===== config.mk =====
export PLATFORM = sky130hd
export DESIGN_NAME = mbist_march_ctrl
export DESIGN_NICKNAME = d
export VERILOG_FILES = /design/src/rtl/mbist_pkg.sv /design/src/rtl/mbist_addr_gen.sv /design/src/rtl/mbist_march_ctrl.sv
export SDC_FILE = /design/constraint.sdc
export NUM_CORES = 1
export LEC_CHECK = 0
export BUFFER_PORTS_ARGS = -buffer_cell sky130_fd_sc_hd__buf_2
export CAP_MARGIN = 10
export CORE_ASPECT_RATIO = 0.8
export CORE_MARGIN = 4
export CORE_UTILIZATION = 56
export DETAILED_ROUTE_END_ITERATION = 10
export GPL_ROUTABILITY_DRIVEN = 0
export GPL_TIMING_DRIVEN = 0
export PLACE_DENSITY = 0.95
export SLEW_MARGIN = 10
export SYNTH_ARGS = -nofsm -noshare
export SYNTH_HDL_FRONTEND = slang
export SYNTH_SLANG_ARGS = --single-unit

===== constraint.sdc =====
create_clock -name i_clk -period 5.14 [get_ports i_clk]
set_input_delay 0.514 -clock i_clk [delete_from_list [all_inputs] [get_ports i_clk]]
set_output_delay 0.514 -clock i_clk [all_outputs]
set_load 0.005 [all_outputs]

===== src/rtl/mbist_pkg.sv =====
// Shared types and the March C- element table for the MBIST controller.
// Each element is described by op count, op kinds, data polarities and direction.
package mbist_pkg;

    typedef logic [1:0] state_t;

    localparam state_t ST_IDLE = 2'd0;
    localparam state_t ST_RUN  = 2'd1;
    localparam state_t ST_DONE = 2'd2;

    typedef logic [2:0] elem_t;

    localparam elem_t M0 = 3'd0;
    localparam elem_t M1 = 3'd1;
    localparam elem_t M2 = 3'd2;
    localparam elem_t M3 = 3'd3;
    localparam elem_t M4 = 3'd4;
    localparam elem_t M5 = 3'd5;

    // wr[i]/pol[i] describe op i of the element; pol 1 means ~BG
    typedef struct packed {
        logic       two_ops;
        logic [1:0] wr;
        logic [1:0] pol;
        logic       down;
    } elem_info_t;

    function automatic elem_info_t elem_info(input elem_t e);
        elem_info_t info;
        info = '0;
        case (e)
            M0: info = '{two_ops: 1'b0, wr: 2'b01, pol: 2'b00, down: 1'b0};
            M1: info = '{two_ops: 1'b1, wr: 2'b10, pol: 2'b10, down: 1'b0};
            M2: info = '{two_ops: 1'b1, wr: 2'b10, pol: 2'b01, down: 1'b0};
            M3: info = '{two_ops: 1'b1, wr: 2'b10, pol: 2'b10, down: 1'b1};
            M4: info = '{two_ops: 1'b1, wr: 2'b10, pol: 2'b01, down: 1'b1};
            M5: info = '{two_ops: 1'b0, wr: 2'b00, pol: 2'b00, down: 1'b0};
            default: info = '0;
        endcase
        return info;
    endfunction

    function automatic logic elem_down(input elem_t e);
        elem_info_t info;
        info = elem_info(e);
        return info.down;
    endfunction

endpackage


===== src/rtl/mbist_addr_gen.sv =====
// Loadable up/down address counter for the March sequence.
// last_o flags the final address in the current direction.
module mbist_addr_gen #(
    parameter int A_W     = 16,
    parameter int N_WORDS = 16
) (
    input  logic           clk_i,
    input  logic           rst_i,
    input  logic           load_up_i,
    input  logic           load_down_i,
    input  logic           step_i,
    input  logic           down_i,
    output logic [A_W-1:0] addr_o,
    output logic           last_o
);

    localparam logic [A_W-1:0] LAST_ADDR = A_W'(N_WORDS - 1);

    logic [A_W-1:0] addr_q;
    logic [A_W-1:0] addr_d;

    always_comb begin
        addr_d = addr_q;
        if (load_up_i) begin
            addr_d = '0;
        end else if (load_down_i) begin
            addr_d = LAST_ADDR;
        end else if (step_i) begin
            addr_d = down_i ? addr_q - 1'b1 : addr_q + 1'b1;
        end
    end

    always_ff @(posedge clk_i or posedge rst_i) begin
        if (rst_i) begin
            addr_q <= '0;
        end else begin
            addr_q <= addr_d;
        end
    end

    assign addr_o = addr_q;
    assign last_o = down_i ? (addr_q == '0) : (addr_q == LAST_ADDR);

endmodule


===== src/rtl/mbist_march_ctrl.sv =====
// March C- BIST controller: sequences two-cycle memory slots over all
// elements, compares read data and records the first failing location.
module mbist_march_ctrl #(
    parameter int             D_W     = 32,
    parameter int             A_W     = 16,
    parameter int             N_WORDS = 16,
    parameter logic [D_W-1:0] BG      = '0
) (
    input  logic           i_clk,
    input  logic           i_rst,
    input  logic           i_start,
    output logic           o_busy,
    output logic           o_done,
    output logic           o_fail,
    output logic [2:0]     o_fail_elem,
    output logic [A_W-1:0] o_fail_addr,
    output logic [D_W-1:0] o_fail_data,
    output logic [15:0]    o_err_cnt,
    output logic [D_W-1:0] o_mem_data,
    output logic [A_W-1:0] o_mem_addr,
    output logic           o_mem_en,
    output logic           o_mem_wr_rbar,
    input  logic [D_W-1:0] i_mem_out
);

    import mbist_pkg::*;

    state_t         state_q, state_d;
    elem_t          elem_q, elem_d;
    logic           op_q, op_d;
    logic           hold_q, hold_d;
    logic           fail_q, fail_d;
    elem_t          fail_elem_q, fail_elem_d;
    logic [A_W-1:0] fail_addr_q, fail_addr_d;
    logic [D_W-1:0] fail_data_q, fail_data_d;
    logic [15:0]    err_cnt_q, err_cnt_d;

    logic           load_up;
    logic           load_down;
    logic           step;
    logic [A_W-1:0] addr;
    logic           addr_last;

    elem_info_t     info;
    elem_t          elem_nxt;
    logic           in_run;
    logic           cur_wr;
    logic           last_op;
    logic [D_W-1:0] pat;
    logic           mismatch;

    assign info     = elem_info(elem_q);
    assign elem_nxt = elem_q + 3'd1;
    assign in_run   = (state_q == ST_RUN);
    assign cur_wr   = info.wr[op_q];
    assign last_op  = !info.two_ops || op_q;
    assign pat      = info.pol[op_q] ? ~BG : BG;

    // read data from the issue-cycle access is valid during the hold cycle
    assign mismatch = in_run && hold_q && !cur_wr && (i_mem_out != pat);

    mbist_addr_gen #(
        .A_W     (A_W),
        .N_WORDS (N_WORDS)
    ) u_addr_gen (
        .clk_i       (i_clk),
        .rst_i       (i_rst),
        .load_up_i   (load_up),
        .load_down_i (load_down),
        .step_i      (step),
        .down_i      (info.down),
        .addr_o      (addr),
        .last_o      (addr_last)
    );

    always_comb begin
        state_d     = state_q;
        elem_d      = elem_q;
        op_d        = op_q;
        hold_d      = hold_q;
        fail_d      = fail_q;
        fail_elem_d = fail_elem_q;
        fail_addr_d = fail_addr_q;
        fail_data_d = fail_data_q;
        err_cnt_d   = err_cnt_q;
        load_up     = 1'b0;
        load_down   = 1'b0;
        step        = 1'b0;

        case (state_q)
            ST_IDLE, ST_DONE: begin
                if (i_start) begin
                    state_d     = ST_RUN;
                    elem_d      = M0;
                    op_d        = 1'b0;
                    hold_d      = 1'b0;
                    load_up     = 1'b1;
                    fail_d      = 1'b0;
                    fail_elem_d = '0;
                    fail_addr_d = '0;
                    fail_data_d = '0;
                    err_cnt_d   = '0;
                end
            end
            ST_RUN: begin
                hold_d = !hold_q;
                if (hold_q) begin
                    if (!last_op) begin
                        op_d = 1'b1;
                    end else begin
                        op_d = 1'b0;
                        if (!addr_last) begin
                            step = 1'b1;
                        end else if (elem_q == M5) begin
                            state_d = ST_DONE;
                        end else begin
                            elem_d    = elem_nxt;
                            load_up   = !elem_down(elem_nxt);
                            load_down = elem_down(elem_nxt);
                        end
                    end
                end
                if (mismatch) begin
                    if (err_cnt_q != 16'hFFFF) begin
                        err_cnt_d = err_cnt_q + 16'd1;
                    end
                    if (!fail_q) begin
                        fail_d      = 1'b1;
                        fail_elem_d = elem_q;
                        fail_addr_d = addr;
                        fail_data_d = i_mem_out;
                    end
                end
            end
            default: begin
                state_d = ST_IDLE;
            end
        endcase
    end

    always_ff @(posedge i_clk or posedge i_rst) begin
        if (i_rst) begin
            state_q     <= ST_IDLE;
            elem_q      <= M0;
            op_q        <= 1'b0;
            hold_q      <= 1'b0;
            fail_q      <= 1'b0;
            fail_elem_q <= '0;
            fail_addr_q <= '0;
            fail_data_q <= '0;
            err_cnt_q   <= '0;
        end else begin
            state_q     <= state_d;
            elem_q      <= elem_d;
            op_q        <= op_d;
            hold_q      <= hold_d;
            fail_q      <= fail_d;
            fail_elem_q <= fail_elem_d;
            fail_addr_q <= fail_addr_d;
            fail_data_q <= fail_data_d;
            err_cnt_q   <= err_cnt_d;
        end
    end

    assign o_busy        = in_run;
    assign o_done        = (state_q == ST_DONE);
    assign o_fail        = fail_q;
    assign o_fail_elem   = fail_elem_q;
    assign o_fail_addr   = fail_addr_q;
    assign o_fail_data   = fail_data_q;
    assign o_err_cnt     = err_cnt_q;
    assign o_mem_en      = in_run;
    assign o_mem_wr_rbar = in_run && cur_wr;
    assign o_mem_data    = in_run ? pat : '0;
    assign o_mem_addr    = in_run ? addr : '0;

endmodule


==> results_dict.tcl <==
set metrics [dict create \
    slowest_stage "or4_4" \
    period_share_pct 81.2 \
    fin_hold_ws_ns 0.202 \
    design.core.area_um2 9110 \
    hp-class "input port to async pin" \
    synth_top_cell_by_area "dfrtp_1" \
    async_flop_share_pct 100 \
    leakagePower_nw 3.42 \
    worst_setup_path_start_kind "flip-flop" \
    fin_util_pct 71.2 \
    fin_ws_ns 0.968 \
    grt_pass1_wl_um 21800 \
    grt.total_usage_pct 25.0 \
    fin_setup_tns_ns 0 \
    hold_buffers 0 \
    critPathArrivalTime_ns 4.39 \
    wirelength_um 13700 \
    io_buffer_count 154 \
    status "finished clean" \
    start_util_pct 57.8 \
    endpoint_kind "flip-flop" \
    path_buf_inv 2 \
    area_growth_pct 23.2 \
    finalNetCount 750 \
    cts_buffers 9 \
    design.die.area_um2 11000 \
    final_cells 812 \
    rsz0062_at_grt "false" \
    io_pins 155 \
    synth_area_um2 5270 \
    fillers 633 \
    dr.first_iter.drc_count 443 \
    post-place-ws_ns 1.07 \
    cp_top_family "compound AO/OA/AOI/OAI gates" \
    p_clk_share_pct 16.5 \
    post-synth-top-area-fraction_pct 43.2 \
    p_sw_share_pct 38.6 \
    hold_viol 0 \
    crit_chain "inv_1 -> ha_1 -> mux2i_1 -> inv_1 -> ha_1 -> or4_4 -> o22ai_4 -> o211ai_2 -> o41a_1 -> a211o_1 -> xnor2_1 -> a311o_1" \
    clk_latency_ns 0.35 \
    drv_slew 0 \
    die_h_um 94.8 \
    cts.sinks 91 \
    final_cell_area_um2 6490 \
    power.density_nw_per_um2 581 \
    placed_cells 796 \
    grt_max_degree 56 \
    cts_resized 0 \
    via_per_inst 5.81 \
    syn-num-nets 584 \
    synth.avg_cell_area_um2 10.0 \
    ys_ff_latch 91 \
    p_seq_share_pct 30.9 \
    cp.required_ns 5.36 \
    htreeDepth 3 \
    yosysMostFrequentCell "dfrtp_1" \
    post-cts-setup-buffer-count 0 \
    final_antenna_net_count 0 \
    p_sw_mw 1.45 \
    maxCapViolCount 0 \
    p_total_mw 3.77 \
    die_w_um 116 \
    num_rows 31 \
    slowest_delay_ns 0.56 \
    antenna_found_initial 0 \
    synth_common_cells "dfrtp_1 (91), a31o_2 (37), nor2b_1 (37)" \
    critical_path_peak_fanout 18 \
    ys_seq_area_share_pct 43.2 \
    synth_cells 526 \
    cts_tree "built" \
    synth-edff-count 0 \
    vias 4719 \
    antenna_cells 0 \
    synth_ff_type "dfrtp_1" \
    grt_overflow 0 \
    vdd_ir_drop_max_uv 386 \
    clkTransAtPathRegs_ns 0.07 \
    power.internal_mw 2.32 \
    detail_route.wl_per_cell_um 16.9 \
    drive_gt1_share_pct 38.7 \
    grt_pass1_vias 4497 \
    placed_cell_area_um2 6210 \
    combPwrFrac_pct 52.7 \
    fin_skew_ns 0.00416 \
    cts_buffer_depth 2 \
    hpwl_um 10200 \
    min_period_ns 4.17 \
    path_class "flip-flop to flip-flop" \
    drc_errors 0 \
    worst_slew_pin_slew_ns 0.976 \
    netlist_top_cells_area "dfrtp_1 (43%), a31o_2 (6.2%), ha_1 (5.2%)" \
    root_buffer "clkbuf_16" \
    yosysUniqueCellTypes 50 \
    setup_viol 0 \
    fmax_mhz 240 \
    ys_warn_count 0 \
    relSlewSlack_pct 34.9 \
    drtPass1Iterations 6 \
]
==> area by class of cell <==
class	count	area (µm²)	area share [%]
inverter	9	36.3	0.559
multi-input combinational	365	2590	39.9
buffer	61	364	5.61
sequential	91	2280	35.1
timing repair buffer	155	798	12.3
clock buffer	9	225	3.47
clock inverter	7	53.8	0.829
tap	115	144	2.22
==> power by group through the flow <==
stage	registers [mW]	logic [mW]	clock network (mW)
2_1_floorplan	1.15	1.30	0
3_3_place_gp	1.15	1.88	0
3_5_place_dp	1.17	1.98	0
4_1_cts	1.16	2.00	0.623
5_1_grt	1.20	2.20	0.656
6_report	1.16	1.99	0.622
==> worst register-to-register path, cell delays in order (launching register included) <==
cell and delay (ns):
dfrtp_1 0.50, inv_1 0.14, ha_1 0.29, mux2i_1 0.29, inv_1 0.38, ha_1 0.38, or4_4 0.56, o22ai_4 0.16
o211ai_2 0.16, o41a_1 0.37, a211o_1 0.31, xnor2_1 0.15, a311o_1 0.39
==> state kept, by name, summed over array words and instances (netlist names) <==
name	cells
o_fail_addr	16
elem_q	3
o_err_cnt	16
o_fail_data	32
hold_q	1
u_addr_gen.addr_o	16
o_fail_elem	3
state_q	2
op_q	1
o_fail	1
==> layer usage <==
metal / wire (µm) / vias to the layer above / part of all wire, % / global-route usage (%)
li1: - / 2195 / - / -
met1: 5560 / 2301 / 41 / 31.6
met2: 6800 / 194 / 50 / 43.3
met3: 1080 / 29 / 7.9 / 4.80
met4: 275 / 0 / 2.0 / 8.12
met5: 0 / - / 0 / 0
==> worst paths after layout <==
check | startpoint | to | slack [ns] | cells past startpoint
worst max-delay path | elem_q[0]$_DFFE_PP0P_ | u_addr_gen.addr_o[15]$_DFFE_PP0P_ | 0.97 | 12
worst min register to register | o_fail_addr[0]$_DFFE_PP0P_ | o_fail_addr[0]$_DFFE_PP0P_ | 0.48 | 1
worst min-delay path | i_rst | o_fail_elem[0]$_DFFE_PP0P_ | 0.20 | 2
worst max register to register | elem_q[0]$_DFFE_PP0P_ | u_addr_gen.addr_o[15]$_DFFE_PP0P_ | 0.97 | 12
max in group asynchronous | i_rst | o_err_cnt[5]$_DFFE_PP0P_ | 4.31 | 3
min in group i_clk | i_start | state_q[1]$_DFFE_PP0P_ | 0.39 | 2
==> cells in the final DEF (no fill, tap or decap), drive strengths merged, types with 5 or more instances in the layout <==
cell,instances
o21ai,16
and3,7
xor2,15
nor3,8
clkbuf,24
and2,21
nor2b,37
nand2,23
buf,201
mux2i,5
xnor2,11
mux2,18
nand3,17
a22o,10
nor2,36
a31o,37
dfrtp,91
nand4,19
nor4,14
a21oi,11
inv,10
ha,22
==> kinds of logic after synthesis <==
kind of cell / synth area share [%]
AO/OA/AOI/OAI: 14.3
flip-flops: 43.2
adder cells (fa/ha/maj): 5.60
buffers and inverters: 7.55
AND/OR/NAND/NOR: 20.2
XOR/XNOR: 4.32
multiplexers: 4.80
No activity file was read; power rests on OpenSTA's default activity.
